## src/rtl/rr_reg_arbiter.sv

```systemverilog
// Round-robin arbiter that shares one WIDTH-bit register among NREQ requesters.
// Each tenure allows up to MAXHOLD writes; priority then moves past the owner.
module rr_reg_arbiter #(
  parameter int NREQ    = 4,
  parameter int WIDTH   = 8,
  parameter int MAXHOLD = 4,
  parameter logic [WIDTH-1:0] RSTVAL = '0
) (
  input  logic                     clock,
  input  logic                     reset,
  input  logic [NREQ-1:0]          req,
  input  logic [NREQ*WIDTH-1:0]    wdata,
  output logic [NREQ-1:0]          gnt,
  output logic [$clog2(NREQ)-1:0]  owner,
  output logic                     busy,
  output logic [WIDTH-1:0]         q,
  output logic                     q_upd
);

  localparam int IW = $clog2(NREQ);
  localparam int CW = $clog2(MAXHOLD + 1);

  typedef enum logic {S_IDLE, S_OWN} state_t;

  state_t            state_q, state_d;
  logic [NREQ-1:0]   gnt_q, gnt_d;
  logic [IW-1:0]     owner_q, owner_d;
  logic [IW-1:0]     ptr_q, ptr_d;
  logic [CW-1:0]     cnt_q, cnt_d;
  logic [WIDTH-1:0]  q_q, q_d;
  logic              q_upd_q, q_upd_d;

  logic [IW-1:0]     nxt_ptr;
  logic [IW-1:0]     start;
  logic [IW-1:0]     idx;
  logic [IW-1:0]     pick;
  logic              hit;
  logic              rel;
  logic [CW-1:0]     cnt_inc;

  // Search start: the held pointer when idle, the slot after the owner on release
  always_comb begin
    nxt_ptr = (owner_q == IW'(NREQ - 1)) ? '0 : owner_q + IW'(1);
    start   = (state_q == S_IDLE) ? ptr_q : nxt_ptr;
  end

  // First requester at or after start, wrapping, so the releasing owner comes last
  always_comb begin
    hit  = 1'b0;
    pick = '0;
    idx  = start;
    for (int k = 0; k < NREQ; k++) begin
      if (!hit && req[idx]) begin
        hit  = 1'b1;
        pick = idx;
      end
      idx = (idx == IW'(NREQ - 1)) ? '0 : idx + IW'(1);
    end
  end

  // Next-state, grant, tenure count and shared register update
  always_comb begin
    state_d = state_q;
    gnt_d   = gnt_q;
    owner_d = owner_q;
    ptr_d   = ptr_q;
    cnt_d   = cnt_q;
    q_d     = q_q;
    q_upd_d = 1'b0;
    rel     = 1'b0;
    cnt_inc = cnt_q + CW'(1);
    unique case (state_q)
      S_IDLE: begin
        if (hit) begin
          state_d = S_OWN;
          gnt_d   = NREQ'(1) << pick;
          owner_d = pick;
          cnt_d   = '0;
        end else begin
          gnt_d = '0;
        end
      end
      S_OWN: begin
        rel = 1'b1;
        if (req[owner_q]) begin
          q_d     = wdata[owner_q*WIDTH +: WIDTH];
          q_upd_d = 1'b1;
          cnt_d   = cnt_inc;
          rel     = (cnt_inc == CW'(MAXHOLD));
        end
        if (rel) begin
          ptr_d = nxt_ptr;
          cnt_d = '0;
          if (hit) begin
            gnt_d   = NREQ'(1) << pick;
            owner_d = pick;
          end else begin
            state_d = S_IDLE;
            gnt_d   = '0;
          end
        end
      end
    endcase
  end

  // State registers with asynchronous reset
  always_ff @(posedge clock or posedge reset) begin
    if (reset) begin
      state_q <= S_IDLE;
      gnt_q   <= '0;
      owner_q <= '0;
      ptr_q   <= '0;
      cnt_q   <= '0;
      q_q     <= RSTVAL;
      q_upd_q <= 1'b0;
    end else begin
      state_q <= state_d;
      gnt_q   <= gnt_d;
      owner_q <= owner_d;
      ptr_q   <= ptr_d;
      cnt_q   <= cnt_d;
      q_q     <= q_d;
      q_upd_q <= q_upd_d;
    end
  end

  assign gnt   = gnt_q;
  assign owner = owner_q;
  assign busy  = (state_q == S_OWN);
  assign q     = q_q;
  assign q_upd = q_upd_q;

endmodule

```

## config.mk

```make
export PLATFORM = sky130hd
export DESIGN_NAME = rr_reg_arbiter
export DESIGN_NICKNAME = d
export VERILOG_FILES = /design/src/rtl/rr_reg_arbiter.sv
export SDC_FILE = /design/constraint.sdc
export NUM_CORES = 1
export LEC_CHECK = 0
export CAP_MARGIN = 20
export CORE_MARGIN = 2
export CORE_UTILIZATION = 40
export CTS_BUF_LIST = sky130_fd_sc_hd__clkbuf_4 sky130_fd_sc_hd__clkbuf_8
export DETAILED_ROUTE_END_ITERATION = 8
export PLACE_DENSITY = 0.76
export SYNTH_ARGS = -nofsm -noshare
export SYNTH_HDL_FRONTEND = slang
export SYNTH_SLANG_ARGS = --single-unit
```

## constraint.sdc

```tcl
create_clock -name clock -period 2.51 [get_ports clock]
set_clock_uncertainty 0.15 [all_clocks]
set_input_delay 0.502 -clock clock [delete_from_list [all_inputs] [get_ports clock]]
set_output_delay 0.502 -clock clock [all_outputs]
set_load 0.02 [all_outputs]
```

# Word-level counts from Yosys, hierarchy flattened
# Cells that the tools add are included.
# op_classes
n_lt_le_gt_ge	5
addsub	5
shift	2
reduce_logical	9
mux	40
bitwise	1
n_eq_ne	8
# op_table
operator	n
variable part select 32 x 6 -> 8 bit	1
two-way mux 2 bit	11
less-than comparator 2 x 3 -> 1 bit, second input constant	5
two-way mux 1 bit	15
binary-select mux 1 bit (select 2 bit)	5
two-way mux 3 bit	3
adder 2 x 1 -> 2 bit, second input constant	4
== test 2 bit, second input constant	4
two-way mux 4 bit	2
case mux 4 bit (2 select lines)	1
case mux 3 bit (2 select lines)	1
AND reduction 2 bit	3
case mux 2 bit (2 select lines)	1
<< shifter 1 x 2 -> 4 bit, first input constant	1
adder 3 x 1 -> 3 bit, second input constant	1
== test 3 bit, second input constant	1
logical AND 1 bit	3
logical NOT 1 bit	3
!= test 3 x 1 -> 1 bit, second input constant	1
!= test 2 x 1 -> 1 bit, second input constant	1
!= test 2 bit, second input constant	1
case mux 1 bit (2 select lines)	1
NOT 1 bit	1
# totals
elab_cells	77
inputBits	38
regBits	21
output_inout_bits	16

# Depth between registers and ports, before layout
# Gate-level depths: netlist of run 1.
# depth
word_depth	19
depth_mapped	7
depth_no_buf	6

# Least setup slack after synthesis of run 1
# Ideal clock, no wire load.
# synth_path
path_type	register to register
startpoint	reg owner_q[0], in the netlist owner[0]
endpoint	reg owner_q[1], in the netlist owner[1]
stages_incl_launch_ff	6
setup_slack_ns	0.538
n_path_buf	0
t_required_ns	2.296
arrival_ns	1.757
synth_period_minus_slack_ns	1.972
setup_ns	0.064
cell_sequence	dfrtp_1 > ha_1 > mux2_2 > or3_1 > a31oi_1 > mux2_4
# synth_via
elab_chain_cells	18
elab_cells_between_ends	43
cone_classes	4 x add/sub; 5 x eq/ne; 28 x mux; 6 x reduce/logical
# synth_rtl
item	line_no	source
start: declaration	27	logic [IW-1:0] owner_q, owner_d;
start signal: assignment	119	owner_q <= owner_d;
adder 2 x 1 -> 2 bit or == test 2 bit (tied branches)	43	nxt_ptr = (owner_q == IW'(NREQ - 1)) ? '0 : owner_q + IW'(1);
two-way mux 2 bit (*)	43	
named net nxt_ptr[1]	33	logic [IW-1:0] nxt_ptr;
two-way mux 2 bit (*)	44	start = (state_q == S_IDLE) ? ptr_q : nxt_ptr;
parallel branches: the longest is 12 deep, another holds adder 2 x 1 -> 2 bit	n/a	
two-way mux 2 bit (*)	74, 94	
two-way mux 2 bit	91	if (rel) begin
case mux 2 bit (2 select lines) (*)	72	unique case (state_q)
# Mark *: on every way through the listed nets, which the timed path passes. The select of a mux whose other input is x is not followed.
# A chain may end at the register's enable or synchronous reset.

# Worst setup path after layout of run 1
# layout_path
startpoint	reg owner_q[0], in the netlist owner[0]
endpoint	out owner[0]
# layout_lines
item	line_no	source
end: declaration	14	output logic [$clog2(NREQ)-1:0] owner,
# No word-level cell between the ends.

==> results of run 1 <==
-- sequential cells by signal, summed over array words and instances (netlist names) --
signal,flops
gnt,4
q_upd,1
q,8
owner,2
ptr_q,2
cnt_q,3
busy,1
-- where the power goes --
part | switching (uW) | internal (uW) | total, uW | leakage [uW]
combinational | 633 | 658 | 1290 | 0.000509
clock | 105 | 59.6 | 164 | 0.0000177
sequential | 105 | 491 | 596 | 0.000254
-- routing by layer --
metal,track usage [%],wire length [um]
met1,22.1,1350
met3,2.38,150
met4,9.21,59
met5,0,0
met2,35.9,1640
-- layout by cell type, fill, tap and decap left out, types with 2 or more instances in the layout --
cell type / instances
ha_1: 3
a21boi_0: 2
nand2_1: 13
buf_4: 7
inv_1: 3
nor2_1: 5
mux2_1: 10
a211oi_1: 2
clkbuf_4: 3
o31ai_1: 2
nand2_4: 2
o21ai_1: 5
a21oi_1: 3
dfrtp_1: 21
clkdlybuf4s50_1: 53
a31oi_1: 2
mux4_2: 9
o21ai_0: 2
-- cell type report --
type / instances / area (um^2) / share of cell area [%]
clock buffer: 3 / 22.5 / 1.20
sequential: 21 / 526 / 28.1
inverter: 4 / 20.0 / 1.07
timing repair buffer: 60 / 583 / 31.1
clock inverter: 1 / 5.00 / 0.267
multi-input combinational: 75 / 674 / 36.0
tap: 33 / 41.3 / 2.21
-- logic make-up after synthesis --
family                     share of synthesized area [%]
AOI/OAI and AO/OA                                   12.1
xor gates and xnor gates                           0.706
adders and majority gates                           3.02
buffers and inverters                               3.33
DFF                                                 42.3
muxes                                               28.3
and+or+nand+nor                                     10.2
-- cell usage after synthesis (all sizes together) (2+ instances only) --
cell type / number / area, um^2
nand2: 16 / 77.6
a31oi: 2 / 12.5
a21boi: 2 / 15.0
buf: 3 / 21.3
a21oi: 4 / 23.8
ha: 3 / 37.5
mux4: 9 / 203
dfrtp: 21 / 526
a211oi: 2 / 15.0
mux2: 12 / 139
o21ai: 7 / 35.0
o31ai: 2 / 15.0
nor2: 5 / 18.8
inv: 4 / 20.0
-- through the flow --
stage,util [%],total power (uW),hold slack (ns),worst slack [ns],instance area [um^2]
2_1_floorplan,-,1430,0.306,0.538,1240
3_3_place_gp,61.4,1850,0.320,0.200,1840
3_5_place_dp,61.4,1910,0.325,0.136,1840
4_1_cts,62.3,2070,0.348,0.172,1870
5_1_grt,62.3,2200,0.380,0.0994,1870
6_report,62.3,2050,0.345,0.201,1870
-- critical path, cell delays in order, from the launching register on --
cell             delay [ns]
dfrtp_1                0.46
buf_4                  0.26
clkdlybuf4s50_1        0.63
-- worst max-delay path by stage --
stage,to,slack (ns),depth (start not counted)
floorplan,owner[1],0.54,5
global placement,owner[1],0.20,7
detailed placement,owner[1],0.14,7
CTS,owner[0],0.17,2
global route,owner[0],0.1,2
finish,owner[0],0.20,2
==> summary.md, run 1 <==
| Metric | Value |
|---|---|
| DRC Markers | `0` |
| Initial antenna violation count | `0` |
| Final Max Tran Viols | `0` |
| Slew HR | `72.3%` |
| Cell area after synthesis | `1240 um^2` |
| Share of post-route cells with drive strength above 1 | `16.5%` |
| Die area | `3560 um^2` |
| DR vias/cell | `5.52` |
| Yosys cell types | `33` |
| Post-CTS Setup Bufs | `0` |
| #FFs+latches synth | `21` |
| Worst hold path class | `reg -> reg` |
| EDFF count, synth | `0` |
| # IOs | `54` |
| # H-tree levels | `1` |
| Sum of negative setup slack | `0 ns` |
| CP required | `1.86 ns` |
| Area Growth Syn to Fin | `50.8%` |
| Final Hold Violating Endpoints | `0` |
| Cell Count, Final, Fillers Out | `197` |
| Global Route Usage Sum | `19.5%` |
| Routed Wire Length | `3.20 mm` |
| Reg-to-reg critical path startpoint | `owner[1]` |
| Setup crit end kind | `output pin` |
| Placed cell count | `193` |
| CP Data Arrival Time | `1.66 ns` |
| Initial DRC Count | `28` |
| Clk Latency, worst-skew pair | `0.31 ns` |
| Avg Synthesized Cell Area | `12.1 um^2` |
| Peak supply drop | `0.000509 V` |
| Hold Path Cell Cnt | `2` |
| Core box area | `3000 um^2` |
| TritonRoute pass-1 iters | `4` |
| Number of antenna diodes | `0` |
| Post-CTS resize count | `0` |
| Fmax | `0.433 GHz` |
| Global placement routability congestion | `0.779` |
| Power per cell area | `1100 nW/um^2` |
| Avg WL per Cell | `16.3 um` |
| Post-DRT Antenna Nets | `0` |
| CTS tree | `done` |
| Via count | `1088` |
| Hold EP | `gnt[2]` |
| Clock sinks | `21` |
| Worst-path clk slew | `0.11 ns` |
| Setup Viol. Count Final | `0` |
| First-pass GRT wire length | `5.15 mm` |
| Max_cap viols | `0` |
| Vias in the first global route | `1165` |
| Global route total overflow | `0` |
| # nets final | `206` |
| Worst r2r path cells | `5` |
| Port Buf Inserts | `53` |
| Seq/Total Area, Yosys | `42.3%` |
| Net Count, Synth | `144` |
| Die Width | `59.7 um` |
| CTS root buffer | `clkbuf_4` |
| Reg2reg end | `owner[1]` |
| Max Root-Sink Buffers | `2` |
| Starting Density | `41.3%` |
| Synth warn | `0` |
| Die Ht | `59.7 um` |
| Worst setup startpoint | `owner[0]` |
| RSZ-0062 raised after global routing | `no` |
| Largest net degree at the start of global routing | `22` |
| # fillers | `250` |
| Hold_buf cts | `0` |
| Detailed Place HPWL | `2.66 mm` |
| Hold path startpoint | `gnt[2]` |
| Slew @ Worst Pin | `0.416 ns` |
| Setup CP Type | `reg -> out` |
| Mapped Cells | `103` |
| Most used DFF post-synth | `dfrtp_1` |
| Nature of the critical path startpoint | `flop` |
| CP Max Fanout | `10` |
| Row count | `20` |
| Status | `complete, no violations` |
| Flop2flop setup slack | `0.41 ns` |
| Fraction of registers with async set/reset | `100%` |
| Leakage | `0.000781 uW` |
| Final min period | `2.31 ns` |
| Final period utilization | `92.0%` |
| CTS Buf Count | `3` |
Note: power is estimated with default switching activity, not from simulation.
==> run 2: changes to the inputs <==
--- a/config.mk
+++ b/config.mk
@@ -11,6 +11,7 @@
 export CTS_BUF_LIST = sky130_fd_sc_hd__clkbuf_4 sky130_fd_sc_hd__clkbuf_8
 export DETAILED_ROUTE_END_ITERATION = 8
 export PLACE_DENSITY = 0.76
+export SLEW_MARGIN = 25
 export SYNTH_ARGS = -nofsm -noshare
 export SYNTH_HDL_FRONTEND = slang
 export SYNTH_SLANG_ARGS = --single-unit
==> results of run 2 <==
Final layout, timing and power as in run 1 (identical DEF).
==> run 3: changes to the inputs <==
--- a/config.mk
+++ b/config.mk
@@ -5,7 +5,7 @@
 export SDC_FILE = /design/constraint.sdc
 export NUM_CORES = 1
 export LEC_CHECK = 0
-export CAP_MARGIN = 20
+export CAP_MARGIN = 10
 export CORE_MARGIN = 2
 export CORE_UTILIZATION = 40
 export CTS_BUF_LIST = sky130_fd_sc_hd__clkbuf_4 sky130_fd_sc_hd__clkbuf_8
@@ -15,3 +15,4 @@
 export SYNTH_ARGS = -nofsm -noshare
 export SYNTH_HDL_FRONTEND = slang
 export SYNTH_SLANG_ARGS = --single-unit
+export TNS_END_PERCENT = 5
==> results of run 3 <==
Final layout, timing and power as in run 1 (identical DEF).
